==> config.mk <==
export PLATFORM = sky130hd
export DESIGN_NAME = td4_prog_loader
export DESIGN_NICKNAME = d
export VERILOG_FILES = /design/src/rtl/td4_loader_pkg.sv /design/src/rtl/btn_debounce.sv /design/src/rtl/td4_prog_loader.sv
export SDC_FILE = /design/constraint.sdc
export NUM_CORES = 1
export LEC_CHECK = 0
export BUFFER_PORTS_ARGS = -buffer_cell sky130_fd_sc_hd__buf_2
export CELL_PAD_IN_SITES_DETAIL_PLACEMENT = 1
export CELL_PAD_IN_SITES_GLOBAL_PLACEMENT = 2
export CORE_MARGIN = 2
export CORE_UTILIZATION = 49
export CTS_BUF_LIST = sky130_fd_sc_hd__clkbuf_2
export DETAILED_ROUTE_END_ITERATION = 7
export PLACE_DENSITY = 0.83
export SLEW_MARGIN = 20
export SYNTH_ARGS = -nofsm -noshare
export SYNTH_HDL_FRONTEND = slang
export SYNTH_SLANG_ARGS = --single-unit
==> constraint.sdc <==
create_clock -name CLK -period 3.4 [get_ports CLK]
set_input_delay 0.17 -clock CLK [delete_from_list [all_inputs] [get_ports CLK]]
set_output_delay 0.17 -clock CLK [all_outputs]
set_load 0.02 [all_outputs]
==> src/rtl/td4_loader_pkg.sv <==
// Shared types and constants for the TD4 program loader.
package td4_loader_pkg;

    localparam int unsigned MEM_DEPTH = 16;
    localparam int unsigned ADDR_W    = 4;
    localparam int unsigned DATA_W    = 8;

    typedef enum logic [2:0] {
        HOLD,
        RUN,
        LOAD,
        WRITE,
        FULL
    } state_e;

    typedef logic [ADDR_W-1:0] addr_t;
    typedef logic [DATA_W-1:0] data_t;

endpackage

==> src/rtl/btn_debounce.sv <==
// Push-button conditioner: 2-flop synchronizer, stable-level counter and a
// one-cycle press pulse on each accepted high-to-low transition.
module btn_debounce #(
    parameter int unsigned DEBOUNCE_CYCLES = 50000
) (
    input  logic CLK,
    input  logic RST,
    input  logic btn_n,
    output logic press
);

    localparam int unsigned CNT_W = $clog2(DEBOUNCE_CYCLES + 1);

    logic             sync1_q, sync1_d;
    logic             sync2_q, sync2_d;
    logic             level_q, level_d;
    logic             press_q, press_d;
    logic [CNT_W-1:0] cnt_q,   cnt_d;

    always_comb begin
        sync1_d = btn_n;
        sync2_d = sync1_q;
        level_d = level_q;
        cnt_d   = '0;
        // Count consecutive samples that disagree with the accepted level;
        // any agreeing sample restarts the count.
        if (sync2_q != level_q) begin
            if (cnt_q == CNT_W'(DEBOUNCE_CYCLES - 1)) begin
                level_d = sync2_q;
            end else begin
                cnt_d = cnt_q + CNT_W'(1);
            end
        end
        press_d = level_q & ~level_d;
    end

    always_ff @(posedge CLK or negedge RST) begin
        if (!RST) begin
            sync1_q <= 1'b1;
            sync2_q <= 1'b1;
            level_q <= 1'b1;
            press_q <= 1'b0;
            cnt_q   <= '0;
        end else begin
            sync1_q <= sync1_d;
            sync2_q <= sync2_d;
            level_q <= level_d;
            press_q <= press_d;
            cnt_q   <= cnt_d;
        end
    end

    assign press = press_q;

endmodule

==> src/rtl/td4_prog_loader.sv <==
// Writable 16x8 TD4 program memory with a switch-and-button byte loader.
module td4_prog_loader
    import td4_loader_pkg::*;
#(
    parameter int unsigned DEBOUNCE_CYCLES = 50000
) (
    input  logic              CLK,
    input  logic              RST,
    input  logic              load_en,
    input  logic              wr_btn_n,
    input  logic [DATA_W-1:0] data_in,
    input  logic [ADDR_W-1:0] rd_addr,
    output logic [DATA_W-1:0] rd_data,
    output logic              cpu_hold,
    output logic [ADDR_W-1:0] wr_ptr,
    output logic              wr_ack,
    output logic              full
);

    state_e state_q, state_d;
    addr_t  wr_ptr_q, wr_ptr_d;
    logic   full_q,   full_d;
    data_t  mem_q [MEM_DEPTH];
    data_t  mem_d [MEM_DEPTH];
    logic   press;
    logic   enter_load;

    btn_debounce #(
        .DEBOUNCE_CYCLES(DEBOUNCE_CYCLES)
    ) u_btn_debounce (
        .CLK   (CLK),
        .RST   (RST),
        .btn_n (wr_btn_n),
        .press (press)
    );

    always_ff @(posedge CLK or negedge RST) begin
        if (!RST) begin
            state_q <= HOLD;
        end else begin
            state_q <= state_d;
        end
    end

    always_comb begin
        state_d = state_q;
        unique case (state_q)
            HOLD:    state_d = load_en ? LOAD : RUN;
            RUN:     if (load_en) state_d = LOAD;
            // Leaving load mode wins over a coincident press.
            LOAD: begin
                if (!load_en) begin
                    state_d = HOLD;
                end else if (press) begin
                    state_d = WRITE;
                end
            end
            WRITE:   state_d = (wr_ptr_q == '1) ? FULL : LOAD;
            FULL:    if (!load_en) state_d = HOLD;
            default: state_d = HOLD;
        endcase
    end

    assign enter_load = ((state_q == HOLD) || (state_q == RUN)) && (state_d == LOAD);

    always_comb begin
        wr_ptr_d = wr_ptr_q;
        full_d   = full_q;
        mem_d    = mem_q;
        if (enter_load) begin
            wr_ptr_d = '0;
            full_d   = 1'b0;
        end
        if (state_q == WRITE) begin
            mem_d[wr_ptr_q] = data_in;
            wr_ptr_d        = wr_ptr_q + addr_t'(1);
            if (wr_ptr_q == '1) begin
                full_d = 1'b1;
            end
        end
    end

    always_ff @(posedge CLK or negedge RST) begin
        if (!RST) begin
            wr_ptr_q <= '0;
            full_q   <= 1'b0;
            mem_q    <= '{default: '0};
        end else begin
            wr_ptr_q <= wr_ptr_d;
            full_q   <= full_d;
            mem_q    <= mem_d;
        end
    end

    always_comb begin
        cpu_hold = (state_q != RUN);
        wr_ack   = (state_q == WRITE);
        full     = full_q;
        wr_ptr   = wr_ptr_q;
        rd_data  = mem_q[rd_addr];
    end

endmodule

Word-level counts from Yosys, hierarchy flattened
Index checks and enable logic that the tools add are counted.
{ "classes": {"n_shift": 0, "n_mux": 22, "bitwise_logic": 4, "order_cmp": 3, "eq_ne": 9, "n_mul": 0, "div_mod_pow": 0, "n_reduce_logical": 5, "n_addsub": 2} }
{ "ops": {"columns": ["operator", "n"], "rows": [
  ["bitwise mux 128 bit", 1],
  ["binary-select mux 8 bit (select 4 bit)", 1],
  ["demux 8 bit (select 4 bit)", 1],
  ["two-way mux 16 bit", 2],
  ["two-way mux 8 bit", 3],
  ["adder 16 x 1 -> 16 bit (second input constant)", 1],
  ["equality test 16 bit (second input constant)", 1],
  ["two-way mux 3 bit", 5],
  ["case mux 3 bit (5 select lines)", 1],
  [">= comparator 5 bit (second input constant)", 2],
  ["NOT 4 -> 5 bit", 2],
  ["equality test 3 x 2 -> 1 bit (second input constant)", 3],
  ["two-way mux 4 bit", 2],
  ["< comparator 5 x 1 -> 1 bit (second input constant)", 1],
  ["two-way mux 1 bit", 5],
  ["adder 4 x 1 -> 4 bit (second input constant)", 1],
  ["equality test 4 bit (second input constant)", 1],
  ["equality test 3 x 1 -> 1 bit (second input constant)", 1],
  ["equality test 3 bit (second input constant)", 1],
  ["zero test 3 bit", 1],
  ["!= test 3 x 1 -> 1 bit (second input constant)", 1],
  ["logical AND 1 bit", 2],
  ["two-way mux 2 bit", 1],
  ["nonzero test 2 bit", 1],
  ["4 further kinds", 4]
]} }
{ "totals": {"out_inout_bits": 15, "n_memories": 0, "reg_bits": 156, "ramBits": 0, "word_cells": 69, "latch_bits": 0, "inputBits": 16, "romBits": 0} }

Depth between registers and ports, before layout
{ "logic_depth": {"word_depth": 8, "ltp_mapped": 6} }

Cells and area by module
A second synthesis with hierarchy kept.
{ "unflattened": {"hier_cells": 497, "hier_area_um2": 7339.5} }
{ "by_module_without_submodules": {"columns": ["mod", "seq_area_each_um2", "area_each_um2", "instances", "cells_per_inst"], "rows": [
  ["td4_prog_loader", 3403.3, 6327.3, 1, 412],
  ["btn_debounce", 504.2, 1012.2, 1, 85]
]} }

Least setup slack after synthesis
OpenSTA, ideal clock, no wires.
{ "synth_timing": {"kind": "flip-flop to flip-flop", "from": "register wr_ptr_q[0] (netlist: wr_ptr[0])", "to": "register mem_q[47] (netlist name)", "setup_ps": 125, "required_ps": 3275, "path_stages_with_launch": 6, "path_buffers": 0, "arrival_time_ps": 1523, "slack_ps": 1752, "cell_sequence": "dfrtp_1 > inv_1 > ha_1 > nand2_8 > nor2_8 > mux2_2"} }
{ "synth_between": {"elab_chain_len": 6, "elab_cells_between_ends": 7} }
{ "synth_lines": {"columns": ["item", "line_no", "rtl"], "rows": [
  ["from (decl)", "td4_prog_loader.sv:21", "addr_t wr_ptr_q, wr_ptr_d;"],
  ["from (signal assigned)", "td4_prog_loader.sv:89", "wr_ptr_q <= wr_ptr_d;"],
  ["NOT 4 -> 5 bit (implied by the code) (*)", "td4_prog_loader.sv:75", "mem_d[wr_ptr_q] = data_in;"],
  [">= comparator 5 bit (implied by the code) / < comparator 5 x 1 -> 1 bit (equally long branches)", "td4_prog_loader.sv:75", null],
  ["logical AND 1 bit (implied by the code)", "td4_prog_loader.sv:75", null],
  ["two-way mux 8 bit (implied by the code)", "td4_prog_loader.sv:75", null],
  ["demux 8 bit (select 4 bit) (*)", "td4_prog_loader.sv:75", null],
  ["bitwise mux 128 bit (*)", "td4_prog_loader.sv:75", null],
  ["to (signal assigned)", "td4_prog_loader.sv:91", "mem_q <= mem_d;"],
  ["to (decl)", "td4_prog_loader.sv:23", "data_t mem_q [MEM_DEPTH];"]
]} }
Every way passes the cells marked *; elsewhere a longest branch is shown, timed or not.
A chain may end at the register's enable or synchronous reset.

Worst setup path in the final report
{ "layout_timing": {"from": "register state_q[1]", "to": "output wr_ack"} }
{ "layout_between": {"elab_chain_len": 1} }
{ "layout_lines": {"columns": ["item", "line_no", "rtl"], "rows": [
  ["from (decl)", "td4_prog_loader.sv:20", "state_e state_q, state_d;"],
  ["from (signal assigned)", "td4_prog_loader.sv:41", "state_q <= state_d;"],
  ["equality test 3 x 2 -> 1 bit", "td4_prog_loader.sv:97", "wr_ack = (state_q == WRITE);"],
  ["to (decl)", "td4_prog_loader.sv:16", "output logic wr_ack,"]
]} }
Every way passes these cells.

==> results.json <==
{
  "cap_violations": 0,
  "ys_warn_count": 0,
  "routedWlPerCell_um": 21.5,
  "synth_top_area_share_pct": 51.4,
  "met2_length_um": 7940,
  "grt_max_degree": 94,
  "gp_congestion": 0.707,
  "maxClockFrequency_mhz": 397,
  "core_area_mm2": 0.0150,
  "status": "completed",
  "routedLengthMet1_um": 7180,
  "dp_hpwl_um": 10600,
  "cts_buffers": 17,
  "seq_area_frac_synth_pct": 52.5,
  "vdd_ir_drop_max_v": 0.000380,
  "slew_violations": 0,
  "grt_pass1_vias": 4711,
  "dr.first_iter.drc_count": 233,
  "die-area_mm2": 0.0162,
  "crit_required_ns": 3.23,
  "cts_tree": "yes",
  "path_clk_slew_ns": 0.23,
  "vias": 4268,
  "io_pins": 31,
  "async_reset_ff_share_pct": 100,
  "multi_input_area_mm2": 0.00338,
  "hold_viol": 0,
  "cts_hold_buf": 12,
  "synth_area_mm2": 0.00745,
  "skew_ns": 0.0231,
  "slew_headroom_pct": 42.5,
  "cts_buffer_depth": 2,
  "ys_dominant_reg_cell": "dfrtp_1",
  "drt-total-wl_um": 15800,
  "clk_latency_ns": 0.72,
  "cts_root_buf": "clkbuf_2",
  "fillers": 1474,
  "crit_fanout": 11,
  "power.density_mw_per_mm2": 451,
  "avgViaCountPerCell": 5.83,
  "io_buffers": 30,
  "die_x_um": 127,
  "yosysTopAreaCell": "dfrtp_1",
  "p_leak_uw": 0.00393,
  "power_uw": 3650,
  "post-cts-setup-buffers": 0,
  "syn2layout_area_growth_pct": 8.70,
  "post-route-util_pct": 53.9,
  "ys_ff_latch": 156,
  "tightest_slew_ns": 0.863,
  "hold_path_class": "input port to async pin",
  "top_layer": "met4",
  "synth.net_count": 511,
  "synth_cells": 490,
  "critPathKind": "register to output pin",
  "seq_area_mm2": 0.00391,
  "fin_cells": 732,
  "ys_types": 50,
  "ctsResizeCount": 0,
  "wl_met3_um": 456,
  "htree_levels": 4,
  "firstDrtPassIters": 4,
  "grt_overflow_total": 0,
  "antenna_found_initial": 1,
  "track_usage_pct": 21.4,
  "period_share_pct": 74.0,
  "grt_pass1_wl_um": 26200,
  "rsz0062_at_grt": "false",
  "ant_nets": 0,
  "dp_cells": 686,
  "fp.dieH_um": 127,
  "drive_above_1_share_pct": 43.2,
  "setup_viol": 0,
  "fin_nets": 550,
  "synth_edf_count": 0,
  "synth_area_per_cell_um2": 15.2,
  "clkSinkCount": 156,
  "min_period_ns": 2.52,
  "start_kind": "register",
  "drc": 0,
  "cp_data_arrival_time_ns": 2.35,
  "floorplan.initialDensity_pct": 49.5,
  "synthTopCellsByArea": "dfrtp_1, mux2_2, mux4_1",
  "end_kind": "output pin",
  "finalSetupTns_ns": 0,
  "hold_ws_ns": 0.0618,
  "rows": 45
}
[layer usage]
layer,vias to the layer above,global-route usage [%]
li1,1896,-
met1,2282,29.7
met2,72,34.8
met3,18,4.44
met4,0,5.82
met5,-,0
[state kept, by name (all words and copies together), names as in the netlist]
register	flops
full	1
mem_q	128
state_q	3
u_btn_debounce.cnt_q	16
u_btn_debounce.level_q	1
u_btn_debounce.press	1
u_btn_debounce.sync1_q	1
u_btn_debounce.sync2_q	1
wr_ptr	4
[worst paths after layout]
| path | to | start | cells after the start | slack, ns |
|---|---|---|---|---|
| worst max-delay path | wr_ack | state_q[1] | 2 | 0.88 |
| worst min-delay path | mem_q[31] | RST | 2 | 0.06 |
| worst max register to register | mem_q[114] | state_q[1] | 3 | 1.12 |
| worst min register to register | u_btn_debounce.sync2_q | u_btn_debounce.sync1_q | 0 | 0.38 |
| max in group asynchronous | mem_q[65] | RST | 3 | 2.43 |
| min in group CLK | state_q[1] | load_en | 4 | 0.30 |
[through the flow]
step           setup slack, ns  area [um2]
2_1_floorplan             1.75        7450
3_3_place_gp              1.21        7740
3_5_place_dp              1.16        7740
4_1_cts                  0.780        8090
5_1_grt                  0.692        8100
6_report                 0.884        8100
[layout make-up]
class                      count  share of cell area, %
clock buffer                  17                   1.05
antenna                        2                 0.0618
sequential                   156                   48.3
clock inverter                15                   1.82
inverter                       6                  0.278
timing repair buffer          44                   3.91
tap                          188                   2.91
multi-input combinational    304                   41.7
[cells in the mapped netlist, types with 6 or more instances]
library cell / n
nand3_1: 6
xnor2_1: 12
mux4_2: 17
inv_1: 6
nor2_1: 21
a22oi_1: 16
mux2_2: 120
mux4_1: 15
clkbuf_1: 11
dfrtp_1: 153
nor2_8: 9
nand2_1: 14
mux2_4: 8
[critical path: stages, from the launching register on]
cell and delay [ns]:
dfrtp_1 0.62, and3b_1 0.73, buf_2 0.30
[placed cells by master, fill, tap and decap left out, types with 3 or more instances in the layout]
cell type and n:
ha_1 5, o21ai_0 3, nand2_8 3, nor2_8 9, mux2_2 120, nor3_1 4, xor2_1 5, clkbuf_2 17
xnor2_1 12, nor4_1 4, nand2_1 14, nor2_1 21, a22oi_1 16, inv_1 6, mux4_1 15, inv_6 3
mux2_4 8, dlygate4sd3_1 12, dfstp_2 3, nand3_1 6, dfrtp_1 153, nand2b_1 4, clkinv_4 3, nor2_4 3
buf_2 29, mux4_2 17, clkinv_2 4, nand3_2 3, nand4_1 5
[cell families after synthesis]
group	after synthesis	share of synthesized area [%]
AOI/OAI and AO/OA	26	2.45
xor gates and xnor gates	17	2.00
adders and majority gates	5	0.840
buffers and inverters	30	2.20
DFF	156	52.5
muxes	161	30.3
and+or+nand+nor	95	9.71
[power breakdown]
part	internal, uW	switching [uW]	total (uW)
logic	270	241	511
registers	2030	96.5	2130
clock network	337	675	1010
Power figures use the tool's default switching activity.
